==> config.mk <==
export PLATFORM = sky130hd
export DESIGN_NAME = demorgan_sweep_ctrl
export DESIGN_NICKNAME = d
export VERILOG_FILES = /design/src/rtl/demorgan_sweep_ctrl.sv
export SDC_FILE = /design/constraint.sdc
export NUM_CORES = 1
export LEC_CHECK = 0
export CORE_AREA = 2 2 67 69
export DETAILED_ROUTE_END_ITERATION = 10
export DIE_AREA = 0 0 69 71
export PLACE_DENSITY_LB_ADDON = 0.3
export SLEW_MARGIN = 20
export SYNTH_ARGS = -nofsm -noshare
export SYNTH_HDL_FRONTEND = slang
export SYNTH_SLANG_ARGS = --single-unit
==> constraint.sdc <==
create_clock -name clk -period 1.87 [get_ports clk]
set_clock_uncertainty 0.1 [all_clocks]
set_input_delay 0.374 -clock clk [delete_from_list [all_inputs] [get_ports clk]]
set_output_delay 0.374 -clock clk [all_outputs]
set_load 0.01 [all_outputs]
==> src/rtl/demorgan_sweep_ctrl.sv <==
`default_nettype none
// ============================================================================
// Module     : demorgan_sweep_ctrl
// Description: Self-test sequencer for a two-input De Morgan gate unit.
//              Walks {A,B} through 00,01,10,11 for LOOP_COUNT sweeps, waits
//              SETTLE_CYCLES per combination, samples the six gate outputs,
//              checks them against golden values and reports pass/fail, a
//              sticky per-combination error map and a saturating fail count.
// Revision   : 1.0 - initial release
// ============================================================================
module demorgan_sweep_ctrl #(
  parameter int SETTLE_CYCLES = 1,   // legal range 1..15
  parameter int LOOP_COUNT    = 1    // legal range 1..255
) (
  input  logic       clk,
  input  logic       reset,
  input  logic       start,
  output logic       a_out,
  output logic       b_out,
  input  logic       nA_in,
  input  logic       nB_in,
  input  logic       nAandnB_in,
  input  logic       nAornB_in,
  input  logic       AnandB_in,
  input  logic       AnorB_in,
  output logic       busy,
  output logic       done,
  output logic       pass,
  output logic [3:0] err_vec,
  output logic [7:0] fail_count
);

  localparam logic [3:0] c_SETTLE_LOAD = 4'(SETTLE_CYCLES - 1);
  localparam logic [7:0] c_LAST_LOOP   = 8'(LOOP_COUNT - 1);
  localparam logic [7:0] c_FAIL_SAT    = 8'hFF;

  typedef enum logic [2:0] {
    S_IDLE   = 3'd0,
    S_DRIVE  = 3'd1,
    S_SETTLE = 3'd2,
    S_CHECK  = 3'd3,
    S_DONE   = 3'd4
  } state_t;

  state_t     r_state;
  logic [1:0] r_idx;
  logic [7:0] r_loop;
  logic [3:0] r_settle;

  logic [5:0] w_golden;
  logic [5:0] w_observed;
  logic       w_mismatch;
  logic [7:0] w_fail_next;

  // Golden gate outputs derived from the registered drives, in port order.
  always_comb begin
    w_golden    = {~a_out, ~b_out, ~a_out & ~b_out, ~a_out | ~b_out,
                   ~(a_out & b_out), ~(a_out | b_out)};
    w_observed  = {nA_in, nB_in, nAandnB_in, nAornB_in, AnandB_in, AnorB_in};
    w_mismatch  = |(w_golden ^ w_observed);
    w_fail_next = fail_count;
    if (w_mismatch && (fail_count != c_FAIL_SAT)) begin
      w_fail_next = fail_count + 8'd1;
    end
  end

  // Sequencer: drive, settle, check each combination, then report in DONE.
  always_ff @(posedge clk or posedge reset) begin
    if (reset) begin
      r_state    <= S_IDLE;
      r_idx      <= 2'd0;
      r_loop     <= 8'd0;
      r_settle   <= 4'd0;
      a_out      <= 1'b0;
      b_out      <= 1'b0;
      busy       <= 1'b0;
      done       <= 1'b0;
      pass       <= 1'b0;
      err_vec    <= 4'd0;
      fail_count <= 8'd0;
    end else begin
      case (r_state)
        S_IDLE: begin
          if (start) begin
            r_state    <= S_DRIVE;
            r_idx      <= 2'd0;
            r_loop     <= 8'd0;
            busy       <= 1'b1;
            pass       <= 1'b0;
            err_vec    <= 4'd0;
            fail_count <= 8'd0;
          end
        end
        S_DRIVE: begin
          {a_out, b_out} <= r_idx;
          r_settle       <= c_SETTLE_LOAD;
          r_state        <= S_SETTLE;
        end
        S_SETTLE: begin
          if (r_settle == 4'd0) begin
            r_state <= S_CHECK;
          end else begin
            r_settle <= r_settle - 4'd1;
          end
        end
        S_CHECK: begin
          fail_count <= w_fail_next;
          if (w_mismatch) begin
            err_vec[r_idx] <= 1'b1;
          end
          if ((r_idx == 2'd3) && (r_loop == c_LAST_LOOP)) begin
            // Final check folds straight into pass so DONE already shows it.
            r_state <= S_DONE;
            busy    <= 1'b0;
            done    <= 1'b1;
            pass    <= (w_fail_next == 8'd0);
          end else if (r_idx == 2'd3) begin
            r_idx   <= 2'd0;
            r_loop  <= r_loop + 8'd1;
            r_state <= S_DRIVE;
          end else begin
            r_idx   <= r_idx + 2'd1;
            r_state <= S_DRIVE;
          end
        end
        S_DONE: begin
          done    <= 1'b0;
          r_state <= S_IDLE;
        end
        default: begin
          r_state <= S_IDLE;
        end
      endcase
    end
  end

endmodule
`default_nettype wire

==> results_dict.tcl, run 1 <==
set metrics [dict create \
    layout_nets 311 \
    multi_input_gate_area_um2 1290 \
    layout_filler_cell_count 285 \
    final_count_of_pins_violating_max_slew 0 \
    synth.net_count 225 \
    postCtsHoldBufs 0 \
    growth_of_design_area_from_synthesis_to_finish_pct 54.8 \
    setup.worst_path.start_class "flip-flop" \
    min_period_over_period_pct 107 \
    grt_pass1_vias 1896 \
    initial_antenna_violation_count 0 \
    worstMarginPinSlew_ns 0.597 \
    synth_simple_gate_area_share_pct 25.1 \
    ir_worst_vdd_uv 981 \
    tritoncts_clock_tree "done" \
    clk_pin_slew_ns 0.07 \
    synth_compound_area_share_pct 17.7 \
    number_of_non_filler_instances_in_the_completed_layout 347 \
    cts-root-buf "clkbuf_8" \
    setup_tns_ns -0.488 \
    finalSetupViolations 10 \
    top_reg_cell_synth "dfrtp_1" \
    ys_warn_count 0 \
    clock_insertion_delay_worst_skew_ns 0.29 \
    asyncSetResetFlopFracSynth_pct 100 \
    critical_path.max_fanout 6 \
    dp.final_hpwl_mm 3.52 \
    die-area_um2 4900 \
    hold_class "in2async" \
    timing.fmax_mhz 499 \
    route.antenna.remaining_nets 0 \
    die_w_um 69 \
    syn-cell-area_um2 2020 \
    post_drt_via_cell_ratio 5.56 \
    synth_sequential_area_ratio_pct 42.2 \
    layout.core_utilization_pct 74.3 \
    powerDensity_nw_per_um2 1240 \
    globalRoute.totalOverflow 0 \
    setup_repair_after_global_routing_missed_its_margin "true" \
    dr_total_vias 1929 \
    syn-mean-instance-area_um2 9.70 \
    post_synth_num_cell_types 55 \
    drtPass1Iterations 4 \
    run_status "complete, but fails checks" \
    postSynthCellCount 208 \
    port-buffer-count 25 \
    placeableCoreArea_um2 4200 \
    dr.first_iter.drc_count 94 \
    ios 26 \
    post_synth_mux_area_share_pct 1.99 \
    num_antenna_cells 0 \
    max_slew_margin_pct 60.1 \
    grt.total_usage_pct 22.3 \
    cp.arrival_ns 2.12 \
    chipHeight_um 71 \
    grt_pass1_wl_mm 8.77 \
    worst_setup_end_kind "flip-flop" \
    ff_latch_area_um2 856 \
    finalWorstSetupSlack_ns -0.135 \
    synth_edf_count 0 \
    synth.ff_latch_count 34 \
    detail_routed_net_length_per_standard_cell_um 15.7 \
    synth_area_in_xor_xnor_pct 4.34 \
    failing_checks "setup timing" \
    routed_wl_mm 5.46 \
    number_of_hold_slack_violations_in_the_final_timing_report 0 \
    cts_buffer_depth 2 \
    main_combinational_cell_family_by_area_after_synthesis "simple AND/OR/NAND/NOR gates" \
    cts_inserted_buffers 5 \
    drc 0 \
    post_route_cells_drive_above_1_share_pct 40.0 \
    min_period_ns 2.01 \
    leakagePower_nw 1.49 \
    gp_congestion 0.991 \
    initial_core_util_pct 48.0 \
    post_synth_fa_ha_maj_area_fraction_pct 4.96 \
    placedCellCount 327 \
    crit_type "reg2reg" \
    cts_sinks 34 \
    h_tree_lvls 2 \
    maxCapViolCount 0 \
    finalHoldWorstSlack_ns 0.373 \
    floorplan.rows 24 \
    pin_count_of_the_biggest_net_entering_global_routing 35 \
    worst_ep_required_time_ns 1.99 \
]
[cell usage in the layout (no fill, tap or decap), types with 6 or more instances in the layout]
cell and n:
buf_4 55, dfrtp_1 30, nor2_1 23, nand2_1 16
clkdlybuf4s50_1 16, inv_1 12, xor2_1 7, a21oi_2 6
o21ai_0 6
[where the power goes]
part           switching, mW  internal (mW)
Sequential             0.180          0.922
Combinational          0.979          0.976
Clock                  0.280          0.534
Total                   1.44           2.43
[cell type report]
type                       instances  share of cell area (%)
sequential                        34                    27.4
clock buffer                       5                    2.20
timing repair buffer              84                    22.9
tap                               52                    2.08
inverter                          14                    1.68
clock inverter                     3                    2.20
multi-input combinational        155                    41.5
[repair_timing]
item                       CTS  global route
pin swaps                   14            18
gates cloned                 0             0
gates resized for setup     19            29
buffers inserted             9             3
setup endpoints to repair   13            23
[synthesized netlist by cell type (2+ instances only)]
library cell | number | area share (%)
dfrtp_1 | 34 | 42
nor2_1 | 23 | 4.3
nand2_1 | 17 | 3.2
inv_1 | 14 | 2.6
ha_1 | 8 | 5.0
a21oi_1 | 7 | 1.7
a31oi_1 | 7 | 2.2
o21ai_0 | 7 | 1.7
xor2_1 | 7 | 3.0
nand3_1 | 6 | 1.5
and3_1 | 4 | 1.2
mux2i_1 | 4 | 2.0
nand4_1 | 4 | 1.2
and3b_1 | 3 | 1.3
buf_2 | 3 | 0.74
nor3_1 | 3 | 0.74
nor3_2 | 3 | 1.5
nor4_1 | 3 | 0.93
o22ai_1 | 3 | 0.93
xnor2_1 | 3 | 1.3
a21o_1 | 2 | 0.74
a21oi_2 | 2 | 0.87
and3_2 | 2 | 0.74
nand3b_1 | 2 | 0.74
nor3b_1 | 2 | 0.74
nor4b_2 | 2 | 1.5
o21ai_1 | 2 | 0.50
o31ai_1 | 2 | 0.74
or2_1 | 2 | 0.62
or2b_1 | 2 | 0.74
[flip-flops by register name, summed over array words and instances, names as in the netlist]
name and count:
r_settle 4, fail_count 8, r_state 3, pass 1, b_out 1, done 1
busy 1, r_loop 8, a_out 1, r_idx 2, err_vec 4
[path summary, 6_finish.rpt]
kind                       slack, ns  cells after the start       endpoint   from
max                            -0.14                      7  fail_count[5]  a_out
min                             0.37                      3     r_state[1]  reset
max reg2reg                    -0.14                      7  fail_count[5]  a_out
min reg2reg                     0.38                      1           busy   busy
max in group asynchronous       0.96                      3  fail_count[0]  reset
min in group clk                0.38                      1           busy   busy
[cell families after synthesis]
| group | count (synthesis) |
|---|---|
| adders and majority gates | 8 |
| buffers and inverters | 19 |
| xor gates and xnor gates | 10 |
| AOI/OAI and AO/OA | 46 |
| muxes | 4 |
| and+or+nand+nor | 87 |
| DFF | 34 |
[worst max-delay path, stage by stage (launching register included)]
cell,delay [ns]
dfrtp_2,0.45
buf_6,0.13
or2b_1,0.19
a21oi_4,0.09
nor3_4,0.31
o21ai_2,0.11
or4_1,0.43
nand3_1,0.12
[metal layers]
| metal | vias to the layer above | track usage, % | routed length, um |
|---|---|---|---|
| met5 | - | 0 | 0 |
| met4 | 0 | 7.41 | 85 |
| met3 | 8 | 4.84 | 337 |
| met2 | 76 | 36.1 | 2600 |
| met1 | 915 | 30.0 | 2440 |
| li1 | 930 | - | - |
[through the flow]
step | area (um^2) | total power, mW | setup slack [ns]
global route | 3120 | 4.13 | -0.207
finish | 3120 | 3.87 | -0.135
CTS | 2970 | 3.70 | -0.0762
floorplan | 2070 | 1.97 | -0.0550
global placement | 2710 | 2.72 | -0.466
detailed placement | 2710 | 2.75 | -0.517
(Power assumes the default switching activity.)
==> run 2, diff against run 1 <==
Settings changed: CORE_AREA 2 2 67 69 to 4 4 66 68, DIE_AREA 0 0 69 71 to 0 0 70 72.
Clock period 1.87 ns to 2.3 ns, I/O delays scaled along.
==> run 2 against run 1 <==
The run now ends clean. Final area fell by 18%. Utilization fell by 8.1 points. Combinational power decreased by 43%. Worst setup slack better by 0.25 ns. Clock power decreased by 34%. Register-to-register slack improved by 0.34 ns. Global-route usage down 3.1 points. Via count down 11%. Flip-flop and latch count unchanged. Power is 34% lower. Critical path type is now in2reg. Largest power group unchanged.
==> results_dict.tcl, run 2 (same netlist as run 1, synthesis figures left out) <==
set metrics [dict create \
    dp.final_hpwl_mm 3.16 \
    pin_count_of_the_biggest_net_entering_global_routing 35 \
    setup_tns_ns 0 \
    gp_congestion 0.861 \
    cp_num_buf_inv 1 \
    initial_antenna_violation_count 0 \
    cts_buffer_depth 2 \
    largestRegisters "fail_count: 8 flops, r_loop: 8 flops" \
    worst_ep_required_time_ns 2.39 \
    cp_slowest_stage_delay_ns 0.45 \
    post_route_cells_drive_above_1_share_pct 16.9 \
    dr_total_vias 1721 \
    floorplan.rows 23 \
    reg2reg_setup_slack_ns 0.20 \
    clk_pin_slew_ns 0.07 \
    critical_path.max_fanout 4 \
    grt.total_usage_pct 19.2 \
    drc 0 \
    setup_repair_after_global_routing_missed_its_margin "false" \
    layout_commonest_cell "dfrtp_1" \
    run_status "finished clean" \
    timing.fmax_mhz 457 \
    cp_top_family "compound AO/OA/AOI/OAI gates" \
    post_cts_resized 0 \
    die-area_um2 5040 \
    ios 26 \
    cts-root-buf "clkbuf_8" \
    postCtsHoldBufs 0 \
    detail_routed_net_length_per_standard_cell_um 14.6 \
    max_slew_margin_pct 67.9 \
    routed_wl_mm 4.44 \
    leakagePower_nw 1.14 \
    cts.repair_timing.setup_buffer_count 0 \
    number_of_hold_slack_violations_in_the_final_timing_report 0 \
    cts_inserted_buffers 5 \
    tritoncts_clock_tree "done" \
    cts_sinks 34 \
    layout_nets 270 \
    hold_class "reg2reg" \
    min_period_over_period_pct 95.2 \
    drtPass1Iterations 4 \
    setup.worst_path.start_class "primary input" \
    ir_worst_vdd_uv 663 \
    grt_pass1_wl_mm 7.84 \
    cp.arrival_ns 2.28 \
    port-buffer-count 25 \
    final_count_of_pins_violating_max_slew 0 \
    chipHeight_um 72 \
    critical_path.slowest_cell "clkdlybuf4s50_1" \
    most_frequent_cells_in_the_layout "34 x dfrtp_1, 25 x clkdlybuf4s50_1, 23 x nor2_1, 18 x buf_4, 17 x nand2_1" \
    globalRoute.totalOverflow 0 \
    placeableCoreArea_um2 3860 \
    h_tree_lvls 2 \
    initial_core_util_pct 52.3 \
    grt_pass1_vias 1699 \
    die_w_um 70 \
    cp_cell_sequence "clkdlybuf4s50_1, and4bb_1, nor3_2, o311ai_0, and3_2, a41oi_1, o41ai_2" \
    layout_filler_cell_count 332 \
    min_period_ns 2.19 \
    dr.first_iter.drc_count 68 \
    post_drt_via_cell_ratio 5.66 \
    num_antenna_cells 0 \
    growth_of_design_area_from_synthesis_to_finish_pct 26.5 \
    route.antenna.remaining_nets 0 \
    worst_setup_end_kind "flip-flop" \
    fin_area_um2 2550 \
    clock_insertion_delay_worst_skew_ns 0.29 \
    crit_type "in2reg" \
    maxCapViolCount 0 \
    worstMarginPinSlew_ns 0.477 \
    finalSetupViolations 0 \
    post_place_cell_area_um2 2440 \
    powerDensity_nw_per_um2 1000 \
]
[run 2: cell count changes in the layout (fill, tap and decap cells not counted), sizes merged]
cell and delta:
bufinv -1, clkdlybuf4s50 +9, dlygate4sd2 -4, clkinv +1, dlymetal6s2s -5, buf -41
[run 2: where the power goes]
part	switching [mW]	leakage (nW)	internal [mW]
registers	0.149	0.450	0.743
clock network	0.222	0.0579	0.319
logic	0.603	0.632	0.516
[run 2: worst paths after layout]
check / from / to / cells past startpoint
worst min register to register: busy / busy / 1
worst max-delay path: AnandB_in / pass / 7
worst max register to register: r_idx[0] / r_loop[3] / 8
max in group asynchronous: reset / fail_count[7] / 3
worst min-delay path: busy / busy / 1
min in group asynchronous: reset / r_settle[2] / 3
[run 2: per-stage QoR]
stage                     cells  power (mW)  worst slack, ns  util (%)  hold slack (ns)
final                       304        2.55            0.110      66.2            0.378
after global routing        304        2.74           0.0187      66.2            0.418
after CTS                   304        2.57           0.0901      66.2            0.383
after detailed placement    296        2.01           -0.178      63.3            0.367
after global placement      296        1.99           -0.131      63.3            0.361
after floorplan             208        1.56            0.232         -            0.372
[run 2: area by class of cell]
class / instances / area [um^2] / share of cell area [%]
Multi-Input combinational cell: 155 / 1090 / 42.8
Sequential cell: 34 / 851 / 33.3
Timing Repair Buffer: 43 / 385 / 15.1
Clock buffer: 5 / 68.8 / 2.70
Tap cell: 50 / 62.6 / 2.45
Inverter: 14 / 52.6 / 2.06
Clock inverter: 3 / 40.0 / 1.57
[run 2: routing by layer]
metal  global-route usage, %  up-vias  routed length [um]
met3                    3.60        5                 151
met2                    30.7       29                2090
li1                        -      850                   -
met5                       0        -                   0
met1                    25.9      837                2150
met4                    7.87        0                  57
==> run 3, diff against run 2 <==
Settings changed: HOLD_SLACK_MARGIN set to 0.02, SKIP_LAST_GASP set to 1.
==> results of run 3 <==
No change in the layout: final DEF, timing and power equal those of run 2.
